==> src/rtl/vpu_lsu_sequencer.sv <==
// vpu_lsu_sequencer
// Vector load/store sequencer on the initiator side of the X-IF memory channel.
// It takes one strided vector memory command and issues one 32-bit request per
// element. Load results are collected in order and written to the register
// file port. Completion is reported with a one-cycle done pulse.
// Optional feature macro: VPU_LSU_ID_CHECK_EN. When it is defined, a counted
// result whose id differs from the command id sets the sticky error.
module vpu_lsu_sequencer #(
    parameter int X_ID_WIDTH      = 4,
    parameter int VLEN_WORDS      = 8,
    parameter int MAX_OUTSTANDING = 4
) (
    input  logic                              clk_i,
    input  logic                              rst_i,

    // command from decode/execute
    input  logic                              cmd_valid_i,
    output logic                              cmd_ready_o,
    input  logic                              cmd_we_i,
    input  logic [31:0]                       cmd_base_i,
    input  logic [31:0]                       cmd_stride_i,
    input  logic [$clog2(VLEN_WORDS+1)-1:0]   cmd_len_i,
    input  logic [X_ID_WIDTH-1:0]             cmd_id_i,

    // store data read port (combinational, same cycle)
    output logic [$clog2(VLEN_WORDS)-1:0]     st_idx_o,
    input  logic [31:0]                       st_data_i,

    // load writeback port
    output logic                              ld_we_o,
    output logic [$clog2(VLEN_WORDS)-1:0]     ld_idx_o,
    output logic [31:0]                       ld_data_o,

    // X-IF mem request
    output logic                              mem_valid_o,
    input  logic                              mem_ready_i,
    output logic [31:0]                       mem_addr_o,
    output logic                              mem_we_o,
    output logic [3:0]                        mem_be_o,
    output logic [31:0]                       mem_wdata_o,
    output logic [X_ID_WIDTH-1:0]             mem_id_o,

    // X-IF mem result
    input  logic                              mem_result_valid_i,
    input  logic [31:0]                       mem_result_rdata_i,
    input  logic [X_ID_WIDTH-1:0]             mem_result_id_i,
    input  logic                              mem_result_err_i,

    // completion
    output logic                              done_valid_o,
    output logic                              done_err_o,
    output logic [X_ID_WIDTH-1:0]             done_id_o,
    output logic                              busy_o
);

    localparam int LEN_W = $clog2(VLEN_WORDS + 1);
    localparam int IDX_W = $clog2(VLEN_WORDS);
    localparam int OUT_W = $clog2(MAX_OUTSTANDING + 1);

    localparam logic [LEN_W-1:0] LEN_ONE = LEN_W'(1);
    localparam logic [OUT_W-1:0] OUT_ONE = OUT_W'(1);
    localparam logic [OUT_W-1:0] OUT_MAX = OUT_W'(MAX_OUTSTANDING);

    typedef enum logic [1:0] {
        S_IDLE,
        S_ISSUE,
        S_DRAIN,
        S_DONE
    } state_t;

    state_t                 state_q;
    state_t                 state_d;

    // latched command
    logic                   we_q;
    logic [31:0]            addr_q;
    logic [31:0]            stride_q;
    logic [LEN_W-1:0]       len_q;
    logic [X_ID_WIDTH-1:0]  id_q;
    logic                   err_q;

    // element progress
    logic [LEN_W-1:0]       issued_q;
    logic [LEN_W-1:0]       returned_q;
    logic [OUT_W-1:0]       outstanding_q;

    // registered writeback
    logic                   ld_we_q;
    logic [IDX_W-1:0]       ld_idx_q;
    logic [31:0]            ld_data_q;

    // per-cycle events
    logic                   cmd_fire;
    logic                   issue_ok;
    logic                   issue_fire;
    logic                   load_fire;
    logic                   result_fire;
    logic                   result_bad;
    logic                   last_issue;
    logic [LEN_W-1:0]       returned_d;

`ifndef VPU_LSU_ID_CHECK_EN
    // The result id is only inspected when the id check is built in.
    logic                   unused_result_id;
    assign unused_result_id = ^mem_result_id_i;
`endif

    // Handshake and result-acceptance events for this cycle.
    // NOTE: every signal written in an always_comb gets a value on every path
    // (defaults first), otherwise synthesis infers a latch.
    always_comb begin
        cmd_fire    = (state_q == S_IDLE) && cmd_valid_i;
        // A store never waits on returns; a load may not exceed the
        // outstanding limit.
        issue_ok    = (state_q == S_ISSUE) && (issued_q < len_q) &&
                      (we_q || (outstanding_q < OUT_MAX));
        issue_fire  = issue_ok && mem_ready_i;
        load_fire   = issue_fire && !we_q;
        // A result is only meaningful while a load is in flight. That
        // includes a zero-latency return in the same cycle as its request.
        result_fire = mem_result_valid_i && !we_q &&
                      ((state_q == S_ISSUE) || (state_q == S_DRAIN)) &&
                      ((outstanding_q != '0) || load_fire);
        returned_d  = result_fire ? (returned_q + LEN_ONE) : returned_q;
        last_issue  = issue_fire && ((issued_q + LEN_ONE) == len_q);
        result_bad  = mem_result_err_i;
`ifdef VPU_LSU_ID_CHECK_EN
        result_bad  = mem_result_err_i || (mem_result_id_i != id_q);
`endif
    end

    // Next-state logic.
    always_comb begin
        state_d = state_q;
        case (state_q)
            S_IDLE: begin
                if (cmd_fire) begin
                    state_d = (cmd_len_i == '0) ? S_DONE : S_ISSUE;
                end
            end
            S_ISSUE: begin
                if (last_issue) begin
                    if (we_q || (returned_d == len_q)) begin
                        state_d = S_DONE;
                    end else begin
                        state_d = S_DRAIN;
                    end
                end
            end
            S_DRAIN: begin
                if (returned_d == len_q) begin
                    state_d = S_DONE;
                end
            end
            S_DONE:  state_d = S_IDLE;
            default: state_d = S_IDLE;
        endcase
    end

    // Output decode. Request fields come straight from registers, so they
    // stay put while a request is stalled on mem_ready_i.
    always_comb begin
        cmd_ready_o  = (state_q == S_IDLE);
        busy_o       = (state_q != S_IDLE);
        mem_valid_o  = issue_ok;
        mem_addr_o   = addr_q;
        mem_we_o     = we_q;
        mem_be_o     = (state_q == S_ISSUE) ? 4'hF : 4'h0;
        mem_id_o     = id_q;
        st_idx_o     = issued_q[IDX_W-1:0];
        mem_wdata_o  = ((state_q == S_ISSUE) && we_q) ? st_data_i : 32'h0;
        ld_we_o      = ld_we_q;
        ld_idx_o     = ld_idx_q;
        ld_data_o    = ld_data_q;
        done_valid_o = (state_q == S_DONE);
        done_err_o   = (state_q == S_DONE) && err_q;
        done_id_o    = (state_q == S_DONE) ? id_q : '0;
    end

    // State register.
    // NOTE: sequential state uses non-blocking assignments only, so every
    // flop samples the values from before the clock edge.
    always_ff @(posedge clk_i or posedge rst_i) begin
        if (rst_i) begin
            state_q <= S_IDLE;
        end else begin
            state_q <= state_d;
        end
    end

    // Command latch, address walk and element counters.
    always_ff @(posedge clk_i or posedge rst_i) begin
        if (rst_i) begin
            we_q          <= 1'b0;
            addr_q        <= 32'h0;
            stride_q      <= 32'h0;
            len_q         <= '0;
            id_q          <= '0;
            err_q         <= 1'b0;
            issued_q      <= '0;
            returned_q    <= '0;
            outstanding_q <= '0;
        end else if (cmd_fire) begin
            we_q          <= cmd_we_i;
            addr_q        <= cmd_base_i;
            stride_q      <= cmd_stride_i;
            len_q         <= cmd_len_i;
            id_q          <= cmd_id_i;
            err_q         <= 1'b0;
            issued_q      <= '0;
            returned_q    <= '0;
            outstanding_q <= '0;
        end else begin
            if (issue_fire) begin
                issued_q <= issued_q + LEN_ONE;
                addr_q   <= addr_q + stride_q;
            end
            if (result_fire) begin
                returned_q <= returned_d;
                if (result_bad) begin
                    err_q <= 1'b1;
                end
            end
            // An issue and a return in the same cycle cancel out.
            if (load_fire && !result_fire) begin
                outstanding_q <= outstanding_q + OUT_ONE;
            end else if (!load_fire && result_fire) begin
                outstanding_q <= outstanding_q - OUT_ONE;
            end
        end
    end

    // Load writeback, registered one cycle behind the counted result.
    always_ff @(posedge clk_i or posedge rst_i) begin
        if (rst_i) begin
            ld_we_q   <= 1'b0;
            ld_idx_q  <= '0;
            ld_data_q <= 32'h0;
        end else begin
            ld_we_q <= result_fire;
            if (result_fire) begin
                ld_idx_q  <= returned_q[IDX_W-1:0];
                ld_data_q <= mem_result_rdata_i;
            end
        end
    end

endmodule
==> config.mk <==
export PLATFORM = sky130hd
export DESIGN_NAME = vpu_lsu_sequencer
export DESIGN_NICKNAME = d
export VERILOG_FILES = /design/src/rtl/vpu_lsu_sequencer.sv
export SDC_FILE = /design/constraint.sdc
export NUM_CORES = 1
export LEC_CHECK = 0
export CAP_MARGIN = 25
export CORE_MARGIN = 1.5
export CORE_UTILIZATION = 45
export DETAILED_ROUTE_END_ITERATION = 10
export GPL_TIMING_DRIVEN = 0
export PLACE_DENSITY = 0.88
export SYNTH_ARGS = -nofsm -noshare
export SYNTH_HDL_FRONTEND = slang
export SYNTH_SLANG_ARGS = --single-unit
export TNS_END_PERCENT = 30
==> constraint.sdc <==
create_clock -name clk_i -period 4.25 [get_ports clk_i]
set_input_delay 0.425 -clock clk_i [delete_from_list [all_inputs] [get_ports clk_i]]
set_output_delay 0.425 -clock clk_i [all_outputs]
set_load 0.03 [all_outputs]
==> results.txt, run 1 <==
The slew at the pin with the worst max-slew slack is 0.723 ns. The global-route usage over all layers is 29.2%. The setup path with the least slack is of type reg -> reg. Entering global routing, the biggest net connects between 70 and 80 pins. Counting flops with an async set or reset pin after synthesis yields a share of 100%. The remaining global-route overflow is 0. The worst hold slack is 0.392 ns. The worst setup path is launched from a register. The root buffer cell chosen for the clock tree is sky130_fd_sc_hd__clkbuf_16.

The half-perimeter wire length of the detailed placement result came out at ~18 mm. The net count after synthesis is 1062. The relative slew slack is between 50% and 60%.

Walking the worst path, the cells encountered are ha_1 > inv_1 > fa_1 > nor2b_1 > o2111ai_1 > a41oi_1 > a21oi_1 > o21ai_1 > a221oi_1 > o21ai_0 > xnor2_1 > o22ai_1. Setup repair after global routing left no endpoint under its margin. The total setup violations reported at the end of the flow is 0.

At the end of routability-driven placement, the weighted congestion stood at roughly 0.93. The share of the Yosys chip area taken by registers is 42.5%. The worst register-to-register path ends at mem_addr_o[30]$_DFFE_PP0P_. The width of the die is about 130 um.

After synthesis, the cell types taking the most area are sky130_fd_sc_hd__dfrtp_1 (42%), sky130_fd_sc_hd__nand2_1 (14%), sky130_fd_sc_hd__ha_1 (7.1%), sky130_fd_sc_hd__a21oi_1 (3.8%), sky130_fd_sc_hd__and3_1 (3.6%). The number of sinks handled by clock tree synthesis came out at 123. Yosys printed 0 warnings. In the final layout, the share of cells above drive strength 1 is 4.62%. Leaving out fill and tap cells, the most frequent cell in the layout is sky130_fd_sc_hd__nand2_1. Dividing the detail-routed via count by the number of cells gives 5.36. The data arrival time of the worst path came out at 3.57 ns. The later-pin clock latency in the skew report is 0.43 ns. The total vias in the final route came out at 7424. Of the post-synthesis cell area, the dominant cell type holds 42.5%. The synthesized design contains 123 register bits. The via count of the first global-routing pass came out at 7327. The flow ran to the end, and the final reports show no timing, DRC or antenna violations.

CTS built an H-tree with a depth of 4. The area growth from synthesis to layout is 49.9%. The hold violation count in the final report was 0. Data on the critical path is required at its endpoint by 4.55 ns.

The worst setup path is captured at a register. Leaving out filler cells and counting taps, the final layout contains 1384. The class of the tightest hold or removal check is in -> async. The max-capacitance violation count came out at 0. The total setup buffers inserted after CTS came out at 0. The fill cell instance count of the final layout is 1230. The largest total area in the synthesized netlist belongs to sky130_fd_sc_hd__dfrtp_1. The number of buffers on the longest clock path came out at 2. The clock transition at the registers of the reported paths is around 0.060 ns.

The achievable frequency is 306 MHz. The floorplan die height is 130 um. The number of violations reported at the end of detailed-routing iteration 0 came out at roughly 750. After synthesis, the netlist uses 61 different library cells. After synthesis, the mean cell area works out to 8.31 um^2. The clock tree from TritonCTS is done. The number of pins exceeding their max-slew limit in the final report is 0.

The power density of the placed cells came out at around 870 nW/um^2. Post-CTS repair changed the size of 0 cells. The number of CTS-inserted buffers is 17. The number of buffers added on ports is 263.

In the routed design, unresolved DRC markers number 0. The most used flip-flop cell after synthesis is sky130_fd_sc_hd__dfrtp_1. Hold repair after CTS inserted 0 buffers. The number of placed I/O pins came out at 268. The cell area that synthesis handed to floorplanning was 7250 um^2.

The floorplan row count is 46. The number of instances in the synthesized netlist is 872. For this run, the slowest stage of the critical path takes ~0.46 ns. The floorplan step defined a die boundary enclosing roughly 17000 um^2. The worst register-to-register path begins at mem_addr_o[0]$_DFFE_PP0P_.

In the final routed layout, each cell accounts on average for 17.4 um. The remaining number of nets flagged by the antenna check after routing is 0. The final standard cell area without fillers is 10900 um^2. The static leakage power is 5.09 nW. The count of inserted antenna diode cells came out at 0.

The first-pass iteration count of the detailed router is 5. The routed wire length is 24.1 mm. The area of the core is roughly 16000 um^2. The critical-path maximum fanout is 4. Once the floorplan was initialized, standard cells occupied about 46% of the core. The register-to-register setup slack came out at a little under 1 ns. Counting cells, the worst reg-to-reg path comes to 12. The worst-case IR drop observed on VDD is between 0.5 and 0.6 mV. The slowest stage of the critical path belongs to the cell sky130_fd_sc_hd__a41oi_1. In the layout the commonest cells are sky130_fd_sc_hd__nand2_1 (268), sky130_fd_sc_hd__clkdlybuf4s50_1 (263), sky130_fd_sc_hd__dfrtp_1 (123). The worst clock skew on the final layout is 0.0101 ns. The number of cells in the design after placement came out at 1352. The number of nets in the layout is 1345.

The first global-routing pass estimated 37.3 mm of wire. The post-layout minimum cycle time is between 3 and 4 ns. The number of synthesized flops with an enable pin came out at 0.

The final clock period utilization by the worst path came out at around three quarters. The area of placed instances is 10200 um^2. The initial antenna violation count is 0.
[how the worst max path moves through the flow]
stage,start,to,slack [ns],cells past startpoint
after floorplan,rst_i,err_q$_DFFE_PP0P_,0.55,1
after global placement,rst_i,stride_q[7]$_DFFE_PP0P_,-1.21,2
after detailed placement,mem_addr_o[16]$_DFFE_PP0P_,mem_addr_o[31]$_DFFE_PP0P_,1.05,10
after CTS,mem_addr_o[16]$_DFFE_PP0P_,mem_addr_o[31]$_DFFE_PP0P_,1.04,10
after global routing,mem_addr_o[0]$_DFFE_PP0P_,mem_addr_o[30]$_DFFE_PP0P_,0.77,12
final,mem_addr_o[0]$_DFFE_PP0P_,mem_addr_o[30]$_DFFE_PP0P_,0.98,12
[cell families (layout without fill, tap and decap cells)]
logic type,count (synthesis),in the layout,share of synthesized area (%)
adders and majority gates,43,43,7.63
muxes,5,5,0.777
AOI/OAI and AO/OA,162,162,14.3
xor gates and xnor gates,35,35,4.61
and+or+nand+nor,429,429,25.9
buffers and inverters,75,371,4.32
DFF,123,123,42.5
[final cells by class]
class	instances	area (um^2)	area share, %
Timing Repair Buffer	264	2660	24.5
Tap cell	216	270	2.49
Buffer	49	215	1.98
Sequential cell	123	3080	28.3
Clock inverter	9	183	1.68
Multi-Input combinational cell	674	3860	35.5
Inverter	26	103	0.944
Clock buffer	23	498	4.58
[routing by layer]
layer	part of all wire, %	GRT usage (%)
met2	49	49.5
met4	2.8	11.4
met3	8.0	7.95
met5	0	0
met1	40	35.4
[Yosys cell counts (all sizes together) (4+ instances only)]
cell	instances
xnor2	21
o21a	9
and3	42
clkbuf	37
a21oi	56
a211oi	4
buf	12
nor2	50
and2	8
nor3	11
nor2b	8
inv	26
dfrtp	123
nand3	16
xor2	12
a31oi	11
o211ai	10
o21ai	39
a21o	12
nand2	268
ha	41
nand4	5
nand2b	4
[report_power, final]
part           switching [W]  internal [W]
clock               0.000541       0.00112
combinational        0.00329       0.00229
sequential          0.000446       0.00172
total                0.00428       0.00514
[stage by stage]
step | TNS, ns | worst slack [ns] | total power, W | utilization, %
floorplan | 0 | 0.554 | 0.00577 | -
global placement | -147.12 | -1.21 | 0.00750 | 64.1
detailed placement | 0 | 1.05 | 0.00765 | 64.3
CTS | 0 | 1.04 | 0.00938 | 68.6
global route | 0 | 0.775 | 0.0100 | 68.6
finish | 0 | 0.980 | 0.00941 | 68.6
[state kept, by name, summed over array words and instances (netlist names)]
name / count
outstanding_q: 3
err_q: 1
ld_idx_o: 3
mem_addr_o: 32
state_q: 2
stride_q: 32
ld_we_o: 1
issued_q: 4
ld_data_o: 32
mem_we_o: 1
len_q: 4
mem_id_o: 4
returned_q: 4
[worst max-delay path, delay by kind of cell (launching register included)]
kind,cells,cell delay [ns]
AOI/OAI and AO/OA,7,1.69
xor gates and xnor gates,1,0.14
DFF,1,0.41
adders and majority gates,2,0.61
buffers and inverters,1,0.07
and+or+nand+nor,1,0.22
Note: power is estimated with default switching activity, not from simulation.
==> run 2, diff against run 1 <==
==> constraint.sdc (replaced) <==
create_clock -name clk_i -period 3.1 [get_ports clk_i]
set_input_delay 0.31 -clock clk_i [delete_from_list [all_inputs] [get_ports clk_i]]
set_output_delay 0.31 -clock clk_i [all_outputs]
set_load 0.03 [all_outputs]
==> run 2 against run 1 <==
- the flow now finishes with violations (setup timing)
- critical endpoint is now mem_addr_o[31]$_DFFE_PP0P_
- via count grew 0.65%
- clock power is 23% higher
- register-to-register slack worse by 1.0 ns
- critical path type unchanged
- worst setup slack worse by 1.0 ns
==> results.txt, run 2 (synthesis results as in run 1) <==
The flow ran to the end, but the final reports show violations. The final reports fail on setup timing. The per-cell routed wire length came out at between 15 and 20 um. The number of cells on the worst reg-to-reg path is 10. After filler insertion, the fill cell instance count of the layout stands at 1245. Once detailed placement completed, the half-perimeter wirelength came to 18.0 mm. The largest net degree at the start of global routing came out at 44. The number of buffers on the longest clock path came out at 2.

The final core utilization came out at 68.6%. TritonCTS built the clock tree. The post-layout minimum cycle time came out at roughly 3.1 ns. The critical path in this run is classified as reg -> reg.

The count of inserted antenna diode cells came out at 0. The worst clock skew on the final layout came out at 0.0101 ns. The initial antenna violation count came out at 0.

The later-pin clock latency in the skew report is 0.42 ns. The number of violations reported at the end of detailed-routing iteration 0 came out at 650. The post-route netlist has about 5.6% of its cells at a drive strength greater than 1. The area of placed instances came out at 10200 um^2.

The cell at the root of the clock tree is sky130_fd_sc_hd__clkbuf_16. The floorplan step defined a die boundary enclosing 16900 um^2. The min-delay analysis places its worst path in the category in -> async. The DRC violations left came out at 0.

The count of buffers added on input and output ports is 263. Counting tap cells, the placed design contains a total of around 1.4k instances. The max-capacitance violation count is 0. CTS saw between 100 and 150 sinks. The final clock period utilization by the worst path came out at 101%. The area of the core is 15800 um^2. CTS built an H-tree with a depth of 4.

The launching point of the worst reg2reg path is mem_addr_o[4]$_DFFE_PP0P_. The hold violation count in the final report is 0. The width of the die is roughly 130 um. The total vias in the final route came out at 7472. The routed wire length came out at around 24 mm. The number of placed I/O pins came out at 268. Of the total power, combinational logic draws 60.8%. In this run the static leakage power is 5.07 nW. The data arrival time of the worst path is 3.46 ns. Headroom to the max-slew limit came out at 48.0%.

Hold timing on the final database bottoms out at a slack of 0.203 ns. The first-pass iteration count of the detailed router is 6. The critical-path maximum fanout came out at 5. The library cell used most frequently in the layout, excluding fill and tap cells, is sky130_fd_sc_hd__nand2_1. For flop-to-flop paths, the worst setup slack is -0.03 ns. In this run the power density over the cells is 1170 nW/um^2.

The cell internal power dissipation came out at 0.00681 W. The floorplan die height is roughly 130 um. The kind of end point of the critical path is a register.

The total setup violations reported at the end of the flow is 2. The final estimated routing congestion in global placement came out at 0.932. In the layout the commonest cells are sky130_fd_sc_hd__nand2_1 (268), sky130_fd_sc_hd__clkdlybuf4s50_1 (263), sky130_fd_sc_hd__dfrtp_1 (123). The number of nets in the layout came out at approximately 1.3k. The number of CTS-inserted buffers came out at 17. The sequential cell fraction of total power is 23.3%. STA classifies the critical path startpoint as a register. The initial cell density of the core is 45.8%. The number of buffers added to fix hold violations after cts is 0. The finished cells cover 10900 um^2. Once layout is complete, the cells apart from fillers number 1386. The proportion of total power due to net switching is between 40% and 50%. Based on the critical path, the design can be clocked at up to 320 MHz. Power comes to roughly 0.013 W. In this run the power spent charging and discharging nets is 0.00594 W.

The final setup slack of the worst path is -0.0290 ns. Setup repair after global routing could not meet its margin everywhere. The number of pins exceeding their max-slew limit in the final report is 0.

The floorplan row count is 46. The clock group share of total power is 16.0%. The global-route wire length before repair came out at about 38 mm. The worst register-to-register path ends at mem_addr_o[31]$_DFFE_PP0P_. The layout overhead on the synthesized area came out at 49.9%. The total overflow left after global routing is 0. The detail route stage leaves a number of antenna-violating nets equal to 0.

Post-CTS timing repair inserted 0 buffers for setup. For the pin with the worst max-slew slack, the measured transition is 0.780 ns. The data required time of the worst path came out at ~3.4 ns.

The ratio of routed vias to standard cells came out at 5.39. The via count of the first global-routing pass was 7551. The worst ir drop on vdd is 0.738 mV.

The global-route usage over all layers is 29.5%. Clock-pin slew was measured on the worst setup and hold paths at 0.06 ns.
## run 2: changes by cell type in the layout (fill, tap and decap cells not counted), moves of 3 or more
cell | previous run | this run
sky130_fd_sc_hd__clkbuf_8 | 5 | 0
sky130_fd_sc_hd__clkinv_2 | 0 | 3
sky130_fd_sc_hd__buf_12 | 0 | 3
sky130_fd_sc_hd__ha_1 | 41 | 38
sky130_fd_sc_hd__ha_2 | 0 | 3
## run 2: critical path, cell delays in order, from the launching register on
cell and delay (ns):
sky130_fd_sc_hd__dfrtp_1 0.42, sky130_fd_sc_hd__ha_1 0.39, sky130_fd_sc_hd__a21o_1 0.21, sky130_fd_sc_hd__a31o_2 0.24, sky130_fd_sc_hd__o211ai_2 0.26, sky130_fd_sc_hd__o211ai_2 0.18, sky130_fd_sc_hd__o31a_4 0.35, sky130_fd_sc_hd__nand4_1 0.12
sky130_fd_sc_hd__mux2_2 0.35, sky130_fd_sc_hd__or3_1 0.34, sky130_fd_sc_hd__a31oi_1 0.17
## run 2: what timing repair did
action                     4_1_cts  5_1_grt
gates resized for setup          4        8
setup endpoints to repair        3       15
pin swaps                        0        1
gates cloned                     0        0
hold endpoints to repair         0        0
## run 2: worst max path at each step
stage,startpoint,endpoint,slack (ns),cells past startpoint
CTS,mem_addr_o[14]$_DFFE_PP0P_,mem_addr_o[31]$_DFFE_PP0P_,0.01,10
floorplan,mem_addr_o[14]$_DFFE_PP0P_,mem_addr_o[31]$_DFFE_PP0P_,0.17,10
finish,mem_addr_o[4]$_DFFE_PP0P_,mem_addr_o[31]$_DFFE_PP0P_,-0.03,10
global placement,mem_addr_o[0]$_DFFE_PP0P_,mem_addr_o[30]$_DFFE_PP0P_,-0.04,12
global route,mem_addr_o[4]$_DFFE_PP0P_,mem_addr_o[31]$_DFFE_PP0P_,-0.06,10
detailed placement,mem_addr_o[0]$_DFFE_PP0P_,mem_addr_o[30]$_DFFE_PP0P_,-0.11,12
## run 2: power by group through the flow
stage	sequential [W]	clock, W	combinational, W
finish	0.00297	0.00204	0.00775
global route	0.00305	0.00214	0.00838
CTS	0.00295	0.00205	0.00761
detailed placement	0.00295	0	0.00754
global placement	0.00294	0	0.00733
floorplan	0.00369	0	0.00422
## run 2: per-stage QoR
stage	setup WS, ns	TNS (ns)
after CTS	0.0137	0
final	-0.0290	-0.0481
after global placement	-0.0365	-0.0492
after global routing	-0.0589	-0.165
after floorplan	0.166	0
after detailed placement	-0.111	-0.156
## run 2: final cells by class
class,instances,area (um^2),area share [%]
Tap cell,216,270,2.49
Sequential cell,123,3080,28.3
Inverter,26,101,0.933
Buffer,49,218,2.00
Clock inverter,14,171,1.58
Multi-Input combinational cell,674,3900,35.9
Clock buffer,18,429,3.95
Timing Repair Buffer,266,2690,24.8
## run 2: layer usage
metal	global-route usage, %	part of all wire [%]	vias up
met2	50.4	48	385
met4	11.9	2.9	0
met5	0	0	-
met1	34.9	40	3509
li1	-	-	3519
met3	8.73	9.1	59
==> run 3, diff against run 2 <==
--- a/config.mk
+++ b/config.mk
@@ -5,6 +5,7 @@
 export SDC_FILE = /design/constraint.sdc
 export NUM_CORES = 1
 export LEC_CHECK = 0
+export ABC_CLOCK_PERIOD_IN_PS = 3100
 export CAP_MARGIN = 25
 export CORE_MARGIN = 1.5
 export CORE_UTILIZATION = 45
==> results of run 3 <==
No change in the layout: final DEF, timing and power equal those of run 2.
